$ cat src/rtl/alu_pkg.sv
// rtl/alu_pkg.sv - shared ALU op codes, EX->MEM payload layout and skid-buffer state encodings
package alu_pkg;

  localparam logic [2:0] OP_ADD = 3'b000;
  localparam logic [2:0] OP_BEQ = 3'b001;
  localparam logic [2:0] OP_CMP = 3'b011;
  localparam logic [2:0] OP_AND = 3'b100;
  localparam logic [2:0] OP_OR  = 3'b101;
  localparam logic [2:0] OP_XOR = 3'b110;
  localparam logic [2:0] OP_NOT = 3'b111;

  localparam int EX_MEM_DW = 32;
  localparam int EX_MEM_RW = 5;

  // Field order here is the packing order used for the flat skid-buffer payload.
  typedef struct packed {
    logic [EX_MEM_DW-1:0] alu_c;
    logic [EX_MEM_RW-1:0] rd;
    logic                 wr_en;
    logic                 mem_rd;
    logic                 mem_wr;
    logic [EX_MEM_DW-1:0] store_data;
  } ex_mem_t;

  typedef enum logic [1:0] {
    EMPTY = 2'd0,
    ONE   = 2'd1,
    TWO   = 2'd2
  } sb_state_e;

endpackage

$ cat src/rtl/skid_buf2.sv
// rtl/skid_buf2.sv - 2-entry skid buffer with registered in_ready and an external one-cycle input block
module skid_buf2
  import alu_pkg::*;
#(
  parameter int W = 8
) (
  input  logic         clk,
  input  logic         rst_n,
  input  logic         in_valid,
  output logic         in_ready,
  input  logic [W-1:0] in_data,
  input  logic         block,
  output logic         out_valid,
  input  logic         out_ready,
  output logic [W-1:0] out_data
);

  sb_state_e    state_q, state_d;
  logic [W-1:0] main_q, skid_q;
  logic         rdy_q;
  logic         push, pop;
  logic         load_main, load_skid, promote;

  assign push      = in_valid & rdy_q;
  assign out_valid = (state_q != EMPTY);
  assign pop       = out_valid & out_ready;
  assign in_ready  = rdy_q;
  assign out_data  = main_q;

  always_comb begin
    state_d   = state_q;
    load_main = 1'b0;
    load_skid = 1'b0;
    promote   = 1'b0;
    case (state_q)
      EMPTY: begin
        if (push) begin
          state_d   = ONE;
          load_main = 1'b1;
        end
      end
      ONE: begin
        if (push && !pop) begin
          state_d   = TWO;
          load_skid = 1'b1;
        end else if (!push && pop) begin
          state_d = EMPTY;
        end else if (push && pop) begin
          load_main = 1'b1;
        end
      end
      TWO: begin
        if (pop) begin
          state_d = ONE;
          promote = 1'b1;
        end
      end
      default: state_d = EMPTY;
    endcase
  end

  // in_ready is computed from the next state so it is a clean register output.
  always_ff @(posedge clk or negedge rst_n) begin
    if (!rst_n) begin
      state_q <= EMPTY;
      rdy_q   <= 1'b0;
      main_q  <= '0;
      skid_q  <= '0;
    end else begin
      state_q <= state_d;
      rdy_q   <= (state_d != TWO) && !block;
      if (load_main)    main_q <= in_data;
      else if (promote) main_q <= skid_q;
      if (load_skid)    skid_q <= in_data;
    end
  end

endmodule

$ cat src/rtl/ex_mem_stage.sv
// rtl/ex_mem_stage.sv - EX->MEM stage: skid-buffered payload, BEQ redirect/flush, debug counters
module ex_mem_stage
  import alu_pkg::*;
#(
  parameter int DW    = 32,
  parameter int RW    = 5,
  parameter int CNT_W = 16
) (
  input  logic             clk,
  input  logic             rst_n,
  input  logic             in_valid,
  output logic             in_ready,
  input  logic [DW-1:0]    in_alu_c,
  input  logic [2:0]       in_op,
  input  logic [RW-1:0]    in_rd,
  input  logic             in_wr_en,
  input  logic             in_mem_rd,
  input  logic             in_mem_wr,
  input  logic [DW-1:0]    in_store_data,
  input  logic [DW-1:0]    in_br_target,
  output logic             out_valid,
  input  logic             out_ready,
  output logic [DW-1:0]    out_alu_c,
  output logic [RW-1:0]    out_rd,
  output logic             out_wr_en,
  output logic             out_mem_rd,
  output logic             out_mem_wr,
  output logic [DW-1:0]    out_store_data,
  output logic             br_taken,
  output logic [DW-1:0]    br_pc,
  output logic             flush,
  output logic [CNT_W-1:0] retired_cnt,
  output logic [CNT_W-1:0] taken_cnt
);

  localparam int PW = 2*DW + RW + 3;

  logic          is_beq, accept, taken_now;
  logic          sb_in_valid;
  logic [PW-1:0] sb_in_data, sb_out_data;

  assign is_beq    = (in_op == OP_BEQ);
  assign accept    = in_valid & in_ready;
  assign taken_now = accept & is_beq & in_alu_c[0];

  // BEQ beats are consumed here and never enter the buffer.
  assign sb_in_valid = in_valid & !is_beq;
  assign sb_in_data  = {in_alu_c, in_rd, in_wr_en, in_mem_rd, in_mem_wr, in_store_data};

  skid_buf2 #(.W(PW)) u_skid (
    .clk       (clk),
    .rst_n     (rst_n),
    .in_valid  (sb_in_valid),
    .in_ready  (in_ready),
    .in_data   (sb_in_data),
    .block     (taken_now),
    .out_valid (out_valid),
    .out_ready (out_ready),
    .out_data  (sb_out_data)
  );

  assign {out_alu_c, out_rd, out_wr_en, out_mem_rd, out_mem_wr, out_store_data} = sb_out_data;
  assign flush = br_taken;

  always_ff @(posedge clk or negedge rst_n) begin
    if (!rst_n) begin
      br_taken    <= 1'b0;
      br_pc       <= '0;
      retired_cnt <= '0;
      taken_cnt   <= '0;
    end else begin
      br_taken <= taken_now;
      if (taken_now) br_pc <= in_br_target;
      if (taken_now && (taken_cnt != '1))
        taken_cnt <= taken_cnt + CNT_W'(1);
      if (out_valid && out_ready && (retired_cnt != '1))
        retired_cnt <= retired_cnt + CNT_W'(1);
    end
  end

endmodule

$ cat config.mk
export PLATFORM = sky130hd
export DESIGN_NAME = ex_mem_stage
export DESIGN_NICKNAME = d
export VERILOG_FILES = /design/src/rtl/alu_pkg.sv /design/src/rtl/skid_buf2.sv /design/src/rtl/ex_mem_stage.sv
export SDC_FILE = /design/constraint.sdc
export NUM_CORES = 1
export LEC_CHECK = 0
export CAP_MARGIN = 25
export CORE_MARGIN = 10
export CORE_UTILIZATION = 41
export DETAILED_ROUTE_END_ITERATION = 8
export PLACE_DENSITY_LB_ADDON = 0.08
export SLEW_MARGIN = 30
export SYNTH_ARGS = -nofsm -noshare
export SYNTH_HDL_FRONTEND = slang
export SYNTH_SLANG_ARGS = --single-unit
$ cat constraint.sdc
create_clock -name clk -period 1.7 [get_ports clk]
set_input_delay 0.51 -clock clk [delete_from_list [all_inputs] [get_ports clk]]
set_output_delay 0.51 -clock clk [all_outputs]
set_load 0.02 [all_outputs]
==> run_results.csv, run 1 <==
group,metric,value,unit
clock_tree,cts_buffers,24,
final_layout,area_delta_synth_final,53.17,%
clock_tree,cts_root_buf,"clkbuf_16",
timing,worstMarginPinSlew,0.4321,ns
setup_path,critPathMaxStageDelay,0.41,ns
final_layout,layout_common_cells,"dfrtp_1 (202), clkdlybuf4s50_1 (104), mux2_2 (84)",
grt,grt_antenna_before_repair,2,
synth,syn_avg_cell_area,14.10,sq um
grt,grt_overflow,0,
floorplan,core_area,21020,sq um
synth,synth_seq_cells,212,
route,drt-total-wl,27970,um
power_and_ir_drop,power_density,1610,nW/um^2
synth,syn_area,8757,sq um
clock_tree,htreeDepth,1,
final_layout,final_common_cell,"dfrtp_1",
setup_path,rrSetupSlack,-0.10,ns
floorplan,die_w,166.1,um
timing,timing.fmax,0.5468,GHz
final_layout,n_fill_cell,1637,
power_and_ir_drop,vdd.ir_drop.worst,1.052,mV
timing,slew_headroom,0.7119,
min_path,hold_depth,1,
final_layout,finish.utilization,0.6381,
placement,dp.cells,1162,
setup_path,path_class,"reg2out",
setup_path,required,1.19,ns
clock_tree,cts_tree,"yes",
status,violations,"negative setup slack",
route,wire_per_inst,22.37,um
setup_path,path_cells,"or2_4 > buf_6",
power_and_ir_drop,leakage,0.006498,uW
clock_tree,clock-sinks,212,
timing,setup_viol,73,
clock_tree,clock_latency,0.51,ns
final_layout,stdcell_count,1250,
synth,synthCells,621,
min_path,hp-class,"reg2reg",
setup_path,worstSetupStartpointType,"register",
synth,synth_edf_count,0,
route,drt_iter0_drc,382,
grt,grt_pass1_wl,40880,um
route,drtAntennaViolNets,0,
grt,grt_pass1_vias,7326,
route,vias_per_cell,5.365,
setup_path,reg2regPathDepth,9,
timing,finalHoldViolations,0,
clock_tree,clkTransAtPathRegs,0.06,ns
placement,dp_hpwl,18040,um
setup_path,cp.arrival,1.32,ns
timing,layout_worst_path_cycle_share,1.076,
timing,finClkSkew,0.008677,ns
setup_path,endpoint_kind,"output port",
synth,yosysWarnings,0,
synth,dominantRegCellSynth,"dfrtp_1",
run,maxCapViolations,0,
route,firstDrtPassIters,4,
clock_tree,cts_buffer_depth,3,
timing,timing.final.ws_setup,-0.1290,ns
synth,async_flop_share,1.000,
grt,grt_max_degree,44,
floorplan,die_h,166.1,um
timing,maxSlewViolCount,0,
status,status,"finished with violations",
route,vias,6706,
grt,grt_use_total,0.1784,
final_layout,nets,1071,
timing,rsz0062_at_grt,"true",
floorplan,dieArea,27600,sq um
placement,place.gp.congestion,0.8119,
final_layout,drive_above_1_share,0.4251,
route,drc,0,
floorplan,io-pin-count,251,
setup_path,crit_path_max_fanout,3,
timing,period_needed,1.829,ns
floorplan,rows,53,
placement,place_area,12020,sq um
setup_path,crit_path_top_delay_cell,"dfrtp_1",
floorplan,start_util,0.4166,
synth,ys_seq_area_frac,0.6058,
final_layout,final_area,13410,sq um
synth,syn-num-nets,734,
placement,portBuffers,250,
synth,synth_cell_types,42,
[synthesized netlist by cell type (2+ instances only)]
library cell / count / area share
dfrtp_1: 212 / 0.61
mux2_2: 108 / 0.14
a21o_1: 72 / 0.062
a22o_1: 72 / 0.072
xnor2_1: 16 / 0.016
clkbuf_1: 14 / 0.0060
buf_4: 11 / 0.0094
xor2_1: 11 / 0.011
nand4_1: 10 / 0.0071
buf_2: 9 / 0.0051
nand2_1: 9 / 0.0039
nand3_1: 9 / 0.0051
nor2_1: 9 / 0.0039
nor3_1: 7 / 0.0040
o211ai_1: 7 / 0.0060
and3_1: 5 / 0.0036
and4_1: 4 / 0.0040
nor4_1: 4 / 0.0029
a21oi_1: 2 / 0.0011
ha_1: 2 / 0.0029
inv_1: 2 / 0.00086
nand4_2: 2 / 0.0029
nor4_4: 2 / 0.0049
o2111ai_1: 2 / 0.0020
or2_2: 2 / 0.0014
or3_1: 2 / 0.0014
[worst max-delay path: cells and delay by family (launching register included)]
family | cells | cell delay [ns]
simple gates | 1 | 0.27
flops | 1 | 0.41
buf+inv | 1 | 0.14
[sequential cells by signal, indices dropped and copies added (netlist names)]
register,count
br_pc,32
taken_cnt,16
u_skid.skid_q,72
u_skid.state_q,2
br_taken,1
u_skid.out_data,72
u_skid.in_ready,1
retired_cnt,16
[what timing repair did]
action / 4_1_cts / 5_1_grt
gates resized for setup: 490 / 110
hold endpoints to repair: 35 / 0
cloned: 4 / 18
setup endpoints to repair: 318 / 204
pin swaps: 5 / 22
buffers inserted: 20 / 7
hold buffers: 1 / 0
[path summary, 6_finish.rpt]
kind                                            startpoint                         endpoint
max                            u_skid.state_q[0]$_DFF_PN0_                        out_valid
max in group asynchronous                            rst_n            br_pc[16]$_DFFE_PN0P_
min reg2reg                u_skid.out_data[36]$_DFFE_PN0P_  u_skid.out_data[36]$_DFFE_PN0P_
min in group asynchronous                            rst_n    u_skid.skid_q[59]$_DFFE_PN0P_
min                        u_skid.out_data[36]$_DFFE_PN0P_  u_skid.out_data[36]$_DFFE_PN0P_
max reg2reg                    u_skid.state_q[0]$_DFF_PN0_  u_skid.out_data[39]$_DFFE_PN0P_
[power breakdown]
part	leakage, uW	internal (uW)	switching [uW]	total, uW
registers	0.00261	7110	1290	8400
logic	0.00349	4120	3840	7950
clock network	0.000401	3260	1980	5240
total	0.00650	14500	7100	21600
[layout make-up]
cell class                 instances  area, sq um  share of cell area
timing repair buffer             345         3485              0.2598
multi-input combinational        373         3441              0.2565
tap                              275        344.1             0.02565
clock inverter                     1        30.03            0.002239
clock buffer                      41        785.8             0.05858
antenna                            1        2.502           0.0001866
inverter                           2        7.507           0.0005597
sequential                       212         5318              0.3965
[per-layer routing]
| metal | up-vias | track usage | wire length [um] |
|---|---|---|---|
| met5 | - | 0 | 20 |
| met3 | 34 | 0.07501 | 2842 |
| met4 | 2 | 0.03814 | 467 |
| li1 | 2990 | - | - |
| met1 | 3422 | 0.2105 | 10850 |
| met2 | 258 | 0.2974 | 13780 |
[logic make-up after synthesis]
logic type | Yosys count | share of synthesized area
compound gates | 159 | 0.1454
xor+xnor | 27 | 0.02700
fa+ha+maj | 2 | 0.002857
buf+inv | 36 | 0.02143
flops | 212 | 0.6058
mux | 109 | 0.1400
simple gates | 76 | 0.05744
[per-stage QoR]
| stage | total power, uW | TNS, ns | hold WS (ns) | setup slack, ns |
|---|---|---|---|---|
| floorplan | 12140 | -3.773 | 0.2144 | -0.06945 |
| global placement | 15960 | -122.90 | 0.4569 | -0.7266 |
| detailed placement | 16250 | -130.47 | 0.4639 | -0.7783 |
| CTS | 21510 | -2.550 | 0.4770 | -0.1194 |
| global route | 22710 | -9.191 | 0.4880 | -0.1563 |
| finish | 21590 | -4.976 | 0.4705 | -0.1290 |
No activity file was read; power rests on OpenSTA's default activity.
==> inputs of run 2 (changes only) <==
--- a/config.mk
+++ b/config.mk
@@ -6,7 +6,7 @@
 export NUM_CORES = 1
 export LEC_CHECK = 0
 export CAP_MARGIN = 25
-export CORE_MARGIN = 10
+export CORE_MARGIN = 4
 export CORE_UTILIZATION = 41
 export DETAILED_ROUTE_END_ITERATION = 8
 export PLACE_DENSITY_LB_ADDON = 0.08
==> constraint.sdc (replaced) <==
create_clock -name clk -period 1.8 [get_ports clk]
set_input_delay 0.54 -clock clk [delete_from_list [all_inputs] [get_ports clk]]
set_output_delay 0.54 -clock clk [all_outputs]
set_load 0.02 [all_outputs]
==> run 2 against run 1 <==
Effect of this change:
- the run still ends with negative setup slack left
- sequential share of layout area down 0.62 points
- clock power decreased by 1%
- final cell count is essentially flat
- critical path depth unchanged
- via count is essentially flat
- register-to-register slack gained 0.08 ns
- critical path type unchanged
- largest cell class unchanged
- largest power group unchanged
==> run_results.csv, run 2 (same netlist as run 1, synthesis figures left out) <==
group,metric,value,unit
route,vias,6702,
timing,finalHoldViolations,0,
setup_path,startpoint,"u_skid.state_q[0]$_DFF_PN0_",
setup_path,crit_buf_inv,1,
setup_path,rrSetupSlack,-0.02,ns
placement,dp_hpwl,16120,um
floorplan,core_area,21020,sq um
route,firstDrtPassIters,4,
setup_path,cp_top_family,"flip-flops",
final_layout,insertedDiodeCount,0,
setup_path,cp.arrival,1.29,ns
timing,rsz0062_at_grt,"true",
power_and_ir_drop,switching_power,6665,uW
setup_path,critPathMaxStageDelay,0.40,ns
timing,slew_headroom,0.7093,
timing,finClkSkew,0.009468,ns
power_and_ir_drop,leakage,0.006601,uW
setup_path,path_cells,"or2_4 > buf_6",
route,drc,0,
timing,maxSlewViolCount,0,
clock_tree,cts_tree,"yes",
route,drt_iter0_drc,343,
timing,timing.final.ws_setup,-0.03457,ns
route,wire_per_inst,20.70,um
clock_tree,clock_latency,0.50,ns
setup_path,crit_path_top_delay_cell,"dfrtp_1",
setup_path,worstSetupStartpointType,"register",
floorplan,die_w,154.1,um
floorplan,die_h,154.1,um
power_and_ir_drop,swShare,0.3229,
grt,grt_max_degree,53,
clock_tree,clkTransAtPathRegs,0.06,ns
timing,setup_viol,8,
power_and_ir_drop,vdd.ir_drop.worst,0.9326,mV
setup_path,required,1.26,ns
floorplan,start_util,0.4166,
placement,dp.cells,1159,
power_and_ir_drop,power_density,1513,nW/um^2
min_path,hold_start,"u_skid.out_data[12]$_DFFE_PN0P_",
clock_tree,cts_root_buf,"clkbuf_16",
grt,grt_use_total,0.2037,
grt,grt_antenna_before_repair,0,
setup_path,crit_path_max_fanout,2,
setup_path,endpoint_kind,"output port",
final_layout,stdcell_count,1249,
final_layout,drive_above_1_share,0.3193,
placement,portBuffers,250,
final_layout,regArea,5326,sq um
timing,period_needed,1.835,ns
final_layout,nets,1071,
floorplan,dieArea,23760,sq um
clock_tree,clock-sinks,212,
final_layout,area_delta_synth_final,55.85,%
run,maxCapViolations,0,
power_and_ir_drop,p_int,13980,uW
clock_tree,cts_buffers,23,
status,violations,"negative setup slack",
grt,grt_pass1_wl,39420,um
floorplan,io-pin-count,251,
grt,grt_pass1_vias,7195,
route,vias_per_cell,5.366,
floorplan,rows,53,
setup_path,reg2reg_from,"u_skid.state_q[0]$_DFF_PN0_",
timing,worstMarginPinSlew,0.4360,ns
route,drt-total-wl,25860,um
final_layout,layout_common_cells,"dfrtp_1 (195), clkdlybuf4s50_1 (104), mux2_2 (100)",
final_layout,final_common_cell,"dfrtp_1",
final_layout,multi_input_area,3368,sq um
power_and_ir_drop,seqPwrFrac,0.384,
clock_tree,cts_buffer_depth,3,
setup_path,path_class,"reg2out",
power_and_ir_drop,clockPowerShare,0.251,
clock_tree,htreeDepth,1,
status,status,"finished with violations",
timing,layout_worst_path_cycle_share,1.019,
min_path,hp-class,"reg2reg",
grt,grt_overflow,0,
timing,fin_tns_setup,-0.1034,ns
placement,place.gp.congestion,0.8023,
route,drtAntennaViolNets,0,
timing,timing.fmax,0.5451,GHz
power_and_ir_drop,combPwrFrac,0.366,
final_layout,n_fill_cell,1548,
run 2: what timing repair did:
| item | 4_1_cts | 5_1_grt |
|---|---|---|
| endpoints found under the setup margin | 246 | 170 |
| hold endpoints to repair | 3 | 0 |
| hold buffers | 1 | 0 |
| gates resized for setup | 241 | 58 |
| cloned | 14 | 8 |
| setup buffers | 24 | 4 |
| pin swaps | 38 | 10 |
run 2: worst paths after layout:
path                                                    to  cells past startpoint
hold reg to reg            u_skid.out_data[12]$_DFFE_PN0P_                      1
max in group asynchronous    u_skid.skid_q[24]$_DFFE_PN0P_                      3
min in group asynchronous  u_skid.out_data[12]$_DFFE_PN0P_                      2
hold / removal             u_skid.out_data[12]$_DFFE_PN0P_                      1
setup / recovery                                 out_valid                      2
setup reg to reg           u_skid.out_data[58]$_DFFE_PN0P_                     10
run 2: power groups by stage:
stage	sequential [uW]	clock [uW]	combinational, uW
floorplan	9060	0	2360
global placement	7860	0	7060
detailed placement	7970	0	7220
CTS	7880	5260	7430
global route	8170	5500	8020
finish	7920	5170	7550
run 2: metal layers:
layer	part of all wire	global-route usage	wire, um	vias up
met1	0.39	0.2512	10120	3399
met5	0	0	0	-
met3	0.091	0.06502	2353	36
met4	0.016	0.04500	404	0
met2	0.50	0.3513	12970	270
li1	-	-	-	2997
run 2: cell type report:
cell class	instances	area share
Multi-Input combinational cell	375	0.2468
Timing Repair Buffer	344	0.2759
Clock inverter	14	0.01650
Inverter	2	0.0005501
Sequential cell	212	0.3903
Tap cell	275	0.02521
Clock buffer	27	0.04474
run 2: per-stage QoR:
step | setup WS [ns] | hold slack (ns) | area [sq um] | power, uW | util
2_1_floorplan | -0.01351 | 0.2444 | 8757 | 11420 | -
4_1_cts | -0.1952 | 0.4734 | 13460 | 20570 | 0.6404
6_report | -0.03457 | 0.4689 | 13650 | 20640 | 0.6492
5_1_grt | -0.1012 | 0.4824 | 13650 | 21690 | 0.6492
3_3_place_gp | -0.5228 | 0.4575 | 12000 | 14920 | 0.5707
3_5_place_dp | -0.5792 | 0.4644 | 12000 | 15190 | 0.5707
==> inputs of run 3 (changes only) <==
--- a/config.mk
+++ b/config.mk
@@ -9,6 +9,7 @@
 export CORE_MARGIN = 4
 export CORE_UTILIZATION = 41
 export DETAILED_ROUTE_END_ITERATION = 8
+export HOLD_SLACK_MARGIN = 0.03
 export PLACE_DENSITY_LB_ADDON = 0.08
 export SLEW_MARGIN = 30
 export SYNTH_ARGS = -nofsm -noshare
==> results of run 3 <==
Same layout as run 2: the final DEF is identical, and so are final timing and power.
